===== src/rtl/ring_osc_pkg.sv =====
// Shared types and default sizing for the ring-oscillator measurement scheduler.
package ring_osc_pkg;

  typedef enum logic [1:0] {
    IDLE,
    SETTLE,
    GATE,
    REPORT
  } state_t;

  localparam int unsigned DEF_N_OSC         = 4;
  localparam int unsigned DEF_GATE_W        = 16;
  localparam int unsigned DEF_CNT_W         = 16;
  localparam int unsigned DEF_SETTLE_CYCLES = 16;

endpackage


===== src/rtl/ring_osc_scheduler_tick_sync.sv =====
// Two-flop synchronizer and rising-edge detector for one divided oscillator output.
module tick_sync (
  input  logic clk,
  input  logic rst,
  input  logic tick,
  output logic rise
);

  logic [1:0] sync_q;
  logic       prev_q;

  always_ff @(posedge clk or posedge rst) begin
    if (rst) begin
      sync_q <= '0;
      prev_q <= 1'b0;
    end else begin
      sync_q <= {sync_q[0], tick};
      prev_q <= sync_q[1];
    end
  end

  assign rise = sync_q[1] & ~prev_q;

endmodule


===== src/rtl/ring_osc_scheduler.sv =====
// Ring-oscillator measurement scheduler: settle, gated edge count, report; single or scan.
module ring_osc_scheduler
  import ring_osc_pkg::*;
#(
  parameter int unsigned N_OSC         = DEF_N_OSC,
  parameter int unsigned GATE_W        = DEF_GATE_W,
  parameter int unsigned CNT_W         = DEF_CNT_W,
  parameter int unsigned SETTLE_CYCLES = DEF_SETTLE_CYCLES
) (
  input  logic                     clk,
  input  logic                     rst,
  input  logic                     start,
  input  logic                     abort,
  input  logic                     scan,
  input  logic [$clog2(N_OSC)-1:0] sel,
  input  logic [GATE_W-1:0]        gate_len,
  input  logic [N_OSC-1:0]         osc_tick,
  output logic [N_OSC-1:0]         osc_en,
  output logic                     busy,
  output logic                     result_valid,
  output logic [$clog2(N_OSC)-1:0] result_idx,
  output logic [CNT_W-1:0]         result_count,
  output logic                     overflow
);

  localparam int unsigned IDX_W = $clog2(N_OSC);
  localparam int unsigned SET_W = $clog2(SETTLE_CYCLES + 1);
  localparam int unsigned TMR_W = (GATE_W > SET_W) ? GATE_W : SET_W;

  state_t             state_q, state_d;
  logic [IDX_W-1:0]   idx_q, idx_d;
  logic [TMR_W-1:0]   tmr_q, tmr_d;
  logic [CNT_W-1:0]   cnt_q, cnt_d;
  logic               ovf_q, ovf_d;
  logic               scan_q;
  logic [GATE_W-1:0]  gate_q;
  logic [N_OSC-1:0]   osc_en_d;
  logic [N_OSC-1:0]   rise_vec;
  logic               edge_sel;
  logic               latch_cfg;
  logic               enter_settle;
  logic               finish;

  for (genvar g = 0; g < N_OSC; g++) begin : g_sync
    tick_sync u_tick_sync (
      .clk  (clk),
      .rst  (rst),
      .tick (osc_tick[g]),
      .rise (rise_vec[g])
    );
  end

  // osc_en is one-hot on idx whenever busy, so masking with it selects the active edge.
  assign edge_sel = |(rise_vec & osc_en);
  assign busy     = (state_q != IDLE);

  always_comb begin
    state_d      = state_q;
    idx_d        = idx_q;
    tmr_d        = tmr_q;
    cnt_d        = cnt_q;
    ovf_d        = ovf_q;
    latch_cfg    = 1'b0;
    enter_settle = 1'b0;
    finish       = 1'b0;
    osc_en_d     = '0;

    case (state_q)
      IDLE: begin
        if (start && (scan || (32'(sel) < N_OSC))) begin
          state_d      = SETTLE;
          idx_d        = scan ? '0 : sel;
          latch_cfg    = 1'b1;
          enter_settle = 1'b1;
        end
      end
      SETTLE: begin
        tmr_d = tmr_q - 1'b1;
        if (tmr_q == '0) begin
          state_d = GATE;
          tmr_d   = TMR_W'(gate_q) - 1'b1;
        end
      end
      GATE: begin
        tmr_d = tmr_q - 1'b1;
        if (edge_sel) begin
          if (cnt_q == '1) ovf_d = 1'b1;
          else             cnt_d = cnt_q + 1'b1;
        end
        if (tmr_q == '0) begin
          state_d = REPORT;
          finish  = 1'b1;
        end
      end
      REPORT: begin
        if (scan_q && (idx_q != IDX_W'(N_OSC - 1))) begin
          state_d      = SETTLE;
          idx_d        = idx_q + 1'b1;
          enter_settle = 1'b1;
        end else begin
          state_d = IDLE;
        end
      end
      default: state_d = IDLE;
    endcase

    if (enter_settle) begin
      tmr_d = TMR_W'(SETTLE_CYCLES - 1);
      cnt_d = '0;
      ovf_d = 1'b0;
    end

    // Abort overrides every transition and suppresses the pending result.
    if (abort && (state_q != IDLE)) begin
      state_d      = IDLE;
      idx_d        = idx_q;
      finish       = 1'b0;
    end

    for (int unsigned i = 0; i < N_OSC; i++) begin
      osc_en_d[i] = (state_d != IDLE) && (idx_d == IDX_W'(i));
    end
  end

  always_ff @(posedge clk or posedge rst) begin
    if (rst) begin
      state_q      <= IDLE;
      idx_q        <= '0;
      tmr_q        <= '0;
      cnt_q        <= '0;
      ovf_q        <= 1'b0;
      scan_q       <= 1'b0;
      gate_q       <= GATE_W'(1);
      osc_en       <= '0;
      result_valid <= 1'b0;
      result_idx   <= '0;
      result_count <= '0;
      overflow     <= 1'b0;
    end else begin
      state_q      <= state_d;
      idx_q        <= idx_d;
      tmr_q        <= tmr_d;
      cnt_q        <= cnt_d;
      ovf_q        <= ovf_d;
      osc_en       <= osc_en_d;
      result_valid <= finish;
      if (latch_cfg) begin
        scan_q <= scan;
        gate_q <= (gate_len == '0) ? GATE_W'(1) : gate_len;
      end
      if (finish) begin
        result_idx   <= idx_q;
        result_count <= cnt_d;
        overflow     <= ovf_d;
      end
    end
  end

endmodule


===== config.mk =====
export PLATFORM = sky130hd
export DESIGN_NAME = ring_osc_scheduler
export DESIGN_NICKNAME = d
export VERILOG_FILES = /design/src/rtl/ring_osc_pkg.sv /design/src/rtl/ring_osc_scheduler_tick_sync.sv /design/src/rtl/ring_osc_scheduler.sv
export SDC_FILE = /design/constraint.sdc
export NUM_CORES = 1
export LEC_CHECK = 0
export ABC_AREA = 1
export ABC_CLOCK_PERIOD_IN_PS = 9300
export BUFFER_PORTS_ARGS = -buffer_cell sky130_fd_sc_hd__buf_2
export CAP_MARGIN = 20
export CORE_MARGIN = 1.5
export CORE_UTILIZATION = 53
export DETAILED_ROUTE_END_ITERATION = 12
export PLACE_DENSITY = 0.84
export SLEW_MARGIN = 20
export SYNTH_ARGS = -nofsm -noshare
export SYNTH_HDL_FRONTEND = slang
export SYNTH_HIERARCHICAL = 1
export SYNTH_SLANG_ARGS = --single-unit

===== constraint.sdc =====
create_clock -name clk -period 9.3 [get_ports clk]
set_clock_uncertainty 0.2 [all_clocks]
set_input_delay 2.79 -clock clk [delete_from_list [all_inputs] [get_ports clk]]
set_output_delay 2.79 -clock clk [all_outputs]
set_load 0.005 [all_outputs]

==> results_dict.tcl, run 1 <==
set metrics [dict create \
    rsz0062_at_grt "no" \
    p_sw_share_pct 41.25 \
    power_switching_mw 0.5125 \
    hold_violations 0 \
    setup_viol 0 \
    slew_violations 0 \
    drt_pass1_iterations 5 \
    initial_utilization_pct 53.94 \
    slowest_stage "a21oi_2" \
    cts_resized 0 \
    place_congestion 0.8900 \
    yosysWarnings 6 \
    period_share_pct 48.58 \
    layout_common_cells "209 x nand2_1, 97 x inv_1, 89 x dfrtp_1" \
    final_common_cell "nand2_1" \
    grt_pass1_wl_mm 18.74 \
    clk_pin_slew_ns 0.10 \
    p_total_mw 1.242 \
    dieArea_um2 9903 \
    startpoint_type "input pin" \
    grt_use_total_pct 23.47 \
    drt-initial-drc-count 365 \
    ys_types 35 \
    cts_setup_buffers 0 \
    peakVddDrop_v 0.0001746 \
    antenna_found_initial 0 \
    synth-simple-area-share_pct 33.10 \
    worst_pin_slew_ns 0.9613 \
    syn_inst 669 \
    numCtsBuffers 9 \
    die_x_um 99.52 \
    drt-total-wl_mm 10.89 \
    synth_top_family_by_area "simple AND/OR/NAND/NOR gates" \
    area_delta_synth_final_pct 10.95 \
    r2r_cells 11 \
    fin_crit_ns 4.518 \
    criticalPathCategory "in -> reg" \
    worstPathMaxFanout 19 \
    cts_buffer_depth 2 \
    drc_errors 0 \
    max_freq_ghz 0.2214 \
    synth.mux.area_fraction_pct 0 \
    max_slew_margin_pct 35.91 \
    vias_per_cell 5.376 \
    grt-ovfl-total 0 \
    whs_path_depth 0 \
    cp_data_arrival_time_ns 4.57 \
    ant_nets 0 \
    rows 35 \
    die_h_um 99.52 \
    path_cells "buf_2 -> nand2_1 -> a21oi_2 -> inv_2 -> nand2_1 -> inv_1 -> o21ai_0 -> inv_1 -> nand2_1 -> nand2_1" \
    final_area_um2 5478 \
    grt_start_max_net_pins 79 \
    p_clk_share_pct 23.2 \
    layout-drive-gt1-share_pct 12.72 \
    core_area_um2 9153 \
    hp-class "reg -> reg" \
    finalSetupTns_ns 0 \
    p_leak_nw 3.012 \
    cts_tree "done" \
    crit_top_cell "nand2_1" \
    netlist_area_um2 4937 \
    port_buffers 51 \
    cts-hold-fix-buffers 0 \
    fin_cells 834 \
    seqPwrFrac_pct 42.2 \
    outcome "completed" \
    internal-power_mw 0.7298 \
    synth.net_count 706 \
    ys_seq_area_share_pct 45.64 \
    syn_avg_cell_area_um2 7.380 \
    synth_adder_area_share_pct 2.534 \
    vias 4484 \
    p_comb_share_pct 34.6 \
    clockRootBuffer "clkbuf_8" \
    io_pins 52 \
    dpl_cell_area_um2 5260 \
    hpwl_mm 7.944 \
    clock_sinks 90 \
    hold_slack_ns 0.1570 \
    synth_compound_area_share_pct 7.527 \
    crit_path_end_kind "register" \
    required_ns 9.36 \
    diodes 0 \
    maxCapViolCount 0 \
    first_global_vias 4251 \
    powerDensity_nw_per_um2 226.8 \
    fin_nets 755 \
    h-tree-depth 3 \
    routedWlPerCell_um 13.06 \
    synth_xor_area_share_pct 1.774 \
    ys_ff_latch 90 \
    max_stage_delay_ns 0.55 \
    fill_cells 795 \
    clock_latency_ns 0.37 \
    placed_cells 818 \
]
[stage by stage]
| step | util [%] | setup slack, ns |
|---|---|---|
| 6_report | 59.85 | 4.782 |
| 5_1_grt | 59.85 | 4.594 |
| 4_1_cts | 59.85 | 4.828 |
| 3_5_place_dp | 57.47 | 4.450 |
| 3_3_place_gp | 57.47 | 4.502 |
| 2_1_floorplan | - | 4.317 |
[metal layers]
layer,up-vias,routed length (µm),global-route usage (%)
li1,2212,-,-
met1,2103,4751,31.84
met2,154,5415,38.72
met3,15,579,4.427
met4,0,146,6.826
met5,-,0,0
[cells in the mapped netlist]
library cell / number / area share (%)
a211oi_1: 1 / 0.15
a21boi_0: 2 / 0.30
a21oi_1: 14 / 1.4
a21oi_2: 1 / 0.18
a22oi_1: 2 / 0.30
and2_1: 1 / 0.13
and3_1: 3 / 0.38
buf_2: 3 / 0.30
buf_4: 1 / 0.15
buf_6: 3 / 0.68
clkbuf_1: 8 / 0.61
dfrtp_1: 89 / 45
dfstp_2: 1 / 0.53
ha_1: 10 / 2.5
inv_1: 98 / 7.5
inv_2: 3 / 0.23
nand2_1: 209 / 16
nand2_2: 1 / 0.13
nand2_4: 1 / 0.23
nand3_1: 56 / 5.7
nand4_1: 24 / 3.0
nor2_1: 61 / 4.6
nor2_2: 9 / 1.1
nor2_4: 3 / 0.68
nor3_1: 2 / 0.20
nor3_4: 1 / 0.33
nor4_1: 4 / 0.51
o211ai_1: 3 / 0.46
o21ai_0: 35 / 3.5
o21ai_1: 3 / 0.30
o21ai_2: 1 / 0.18
o21bai_1: 2 / 0.30
o22ai_1: 3 / 0.38
or2_2: 1 / 0.13
xor2_1: 10 / 1.8
[power by group through the flow]
stage	registers [mW]	clock network, mW	logic, mW
6_report	0.525	0.288	0.429
5_1_grt	0.534	0.311	0.492
4_1_cts	0.523	0.292	0.425
3_5_place_dp	0.531	0	0.421
3_3_place_gp	0.527	0	0.401
2_1_floorplan	0.516	0	0.327
[worst max-delay path, delay by kind of cell]
family	cells	cell delay, ns
AO/OA/AOI/OAI	2	0.68
buffers and inverters	4	0.65
AND/OR/NAND/NOR	4	0.43
[registers in the layout, summed over array words and instances, names as in the netlist]
| name | flops |
|---|---|
| g_sync.u_tick_sync/sync_q | 8 |
| ovf_q | 1 |
| scan_q | 1 |
| idx_q | 2 |
| tmr_q | 16 |
| state_q | 2 |
| result_valid | 1 |
| cnt_q | 16 |
| result_count | 16 |
| g_sync.u_tick_sync/prev_q | 4 |
| osc_en | 4 |
| gate_q | 16 |
| overflow | 1 |
| result_idx | 2 |
[final timing paths]
check,startpoint,to,slack [ns]
worst max-delay path,start,tmr_q[12],4.78
worst min-delay path,g_sync[2].u_tick_sync/sync_q[0],g_sync[2].u_tick_sync/sync_q[1],0.16
worst max register to register,state_q[0],tmr_q[12],6.46
worst min register to register,g_sync[2].u_tick_sync/sync_q[0],g_sync[2].u_tick_sync/sync_q[1],0.16
max in group asynchronous,rst,tmr_q[7],5.73
min in group asynchronous,rst,g_sync[2].u_tick_sync/sync_q[0],2.11
[cells by family (layout without fill, tap and decap cells)]
group	count (synthesis)	count (layout)
xor gates and xnor gates	10	10
and+or+nand+nor	376	376
DFF	90	90
buffers and inverters	116	170
AOI/OAI and AO/OA	67	67
adders and majority gates	10	10
[area by class of cell]
class	count	area, µm²	share of cell area, %
Clock buffer	9	123.9	2.261
Clock inverter	7	93.84	1.713
Inverter	101	379.1	6.921
Multi-Input combinational cell	463	2218	40.50
Sequential cell	90	2253	41.14
Tap cell	111	138.9	2.535
Timing Repair Buffer	53	270.3	4.934
(Power assumes the default switching activity.)
==> run 2: changes to the inputs <==
- ABC_CLOCK_PERIOD_IN_PS: 9300 -> 4400
- clock period: 9.3 -> 4.4 ns (I/O delays scaled with it)
==> run 2 against run 1 <==
Compared with the run above: sequential power increased by 110%; total power grew 110%; utilization rose by 0.31 points; combinational power increased by 110%; global-route usage grew 0.72 points; die area is the same; largest cell class unchanged.
==> results_dict.tcl, run 2 (synthesis results as in run 1) <==
set metrics [dict create \
    layout_common_cells "209 x nand2_1, 97 x inv_1, 89 x dfrtp_1" \
    rsz0062_at_grt "no" \
    routedWlPerCell_um 13.34 \
    seq_area_um2 2253 \
    internal-power_mw 1.548 \
    worstPathMaxFanout 5 \
    maxCapViolCount 0 \
    hpwl_mm 8.117 \
    peakVddDrop_v 0.0003642 \
    fin_nets 757 \
    pre_cts_slack_ns 1.165 \
    outcome "completed" \
    clockRootBuffer "clkbuf_8" \
    p_clk_share_pct 23.2 \
    hp-class "reg -> reg" \
    die_x_um 99.52 \
    p_sw_share_pct 41.31 \
    fin_crit_ns 2.932 \
    hold_violations 0 \
    core_area_um2 9153 \
    final_common_cell "nand2_1" \
    startpoint_type "register" \
    drt-total-wl_mm 11.15 \
    power_switching_mw 1.090 \
    seqPwrFrac_pct 42.1 \
    cts-hold-fix-buffers 0 \
    numCtsBuffers 9 \
    required_ns 2.88 \
    fill_cells 788 \
    clock_sinks 90 \
    cts_resized 0 \
    rows 35 \
    grt_pass1_wl_mm 19.34 \
    area_delta_synth_final_pct 11.53 \
    p_total_mw 2.638 \
    multiInputGateArea_um2 2218 \
    layout-drive-gt1-share_pct 12.97 \
    max_freq_ghz 0.3410 \
    period_share_pct 66.64 \
    initial_utilization_pct 53.94 \
    worst_slack_ns 1.468 \
    p_leak_nw 3.027 \
    slew_violations 0 \
    ant_nets 0 \
    first_global_vias 4375 \
    cts_buffer_depth 2 \
    cp_data_arrival_time_ns 1.41 \
    max_slew_margin_pct 41.81 \
    port_buffers 51 \
    antenna_found_initial 0 \
    drt_pass1_iterations 5 \
    vias 4471 \
    grt-ovfl-total 0 \
    grt_use_total_pct 24.19 \
    cts_tree "done" \
    finalSetupTns_ns 0 \
    clock_latency_ns 0.37 \
    cts_setup_buffers 0 \
    clk_pin_slew_ns 0.10 \
    diodes 0 \
    worst_pin_slew_ns 0.8703 \
    vias_per_cell 5.348 \
    dieArea_um2 9903 \
    crit_path_end_kind "output pin" \
    p_comb_share_pct 34.7 \
    grt_start_max_net_pins 47 \
    h-tree-depth 3 \
    die_h_um 99.52 \
    place_congestion 0.9481 \
    powerDensity_nw_per_um2 479.1 \
    setup_viol 0 \
    criticalPathCategory "reg -> out" \
    drt-initial-drc-count 419 \
    drc_errors 0 \
    io_pins 52 \
]
-- run 2: changes by cell type in the layout (fill, tap and decap cells not counted) --
cell / delta
buf_4: +1
buf_12: +1
clkinv_2: +1
inv_2: -1
-- run 2: area by class of cell --
class	instances	share of cell area, %
clock buffers	9	2.249
clock inverters	7	1.704
inverters	101	6.908
multi-input cells	463	40.29
flip-flops and latches	90	40.92
well taps	111	2.522
repair buffers	55	5.408
-- run 2: worst max-delay path, stage by stage, from the launching register on --
cell	delay [ns]
dfrtp_1	0.41
inv_1	0.15
ha_1	0.25
inv_1	0.10
buf_2	0.13
-- run 2: worst paths after layout --
kind                                                         to  slack, ns                             from  cells past startpoint
worst max register to register                  result_count[0]       1.65                         cnt_q[0]                      9
max in group asynchronous                       result_count[8]       2.47                              rst                      3
worst min-delay path            g_sync[0].u_tick_sync/sync_q[1]       0.16  g_sync[0].u_tick_sync/sync_q[0]                      0
worst max-delay path                                       busy       1.47                       state_q[0]                      4
worst min register to register  g_sync[0].u_tick_sync/sync_q[1]       0.16  g_sync[0].u_tick_sync/sync_q[0]                      0
min in group asynchronous       g_sync[0].u_tick_sync/sync_q[0]       0.63                              rst                      2
-- run 2: per-stage QoR --
stage          hold WS [ns]  std cells  util, %  instance area [µm²]
4_1_cts              0.1696        836    60.15                 5505
5_1_grt              0.1743        836    60.16                 5507
3_5_place_dp         0.1471        820    57.77                 5288
2_1_floorplan        0.1312        669        -                 4937
6_report             0.1634        836    60.16                 5507
3_3_place_gp         0.1338        820    57.77                 5288
-- run 2: power groups by stage --
stage	Clock (mW)	Sequential, mW	Combinational, mW
floorplan	0	1.09	0.691
global route	0.661	1.13	1.06
CTS	0.622	1.11	0.910
finish	0.611	1.11	0.915
global placement	0	1.12	0.857
detailed placement	0	1.13	0.901
-- run 2: metal layers --
metal	GRT usage (%)	up-vias	wire length (µm)
li1	-	2211	-
met1	31.52	2078	4906
met2	41.04	160	5483
met3	4.287	22	572
met4	8.126	0	187
met5	0	-	0
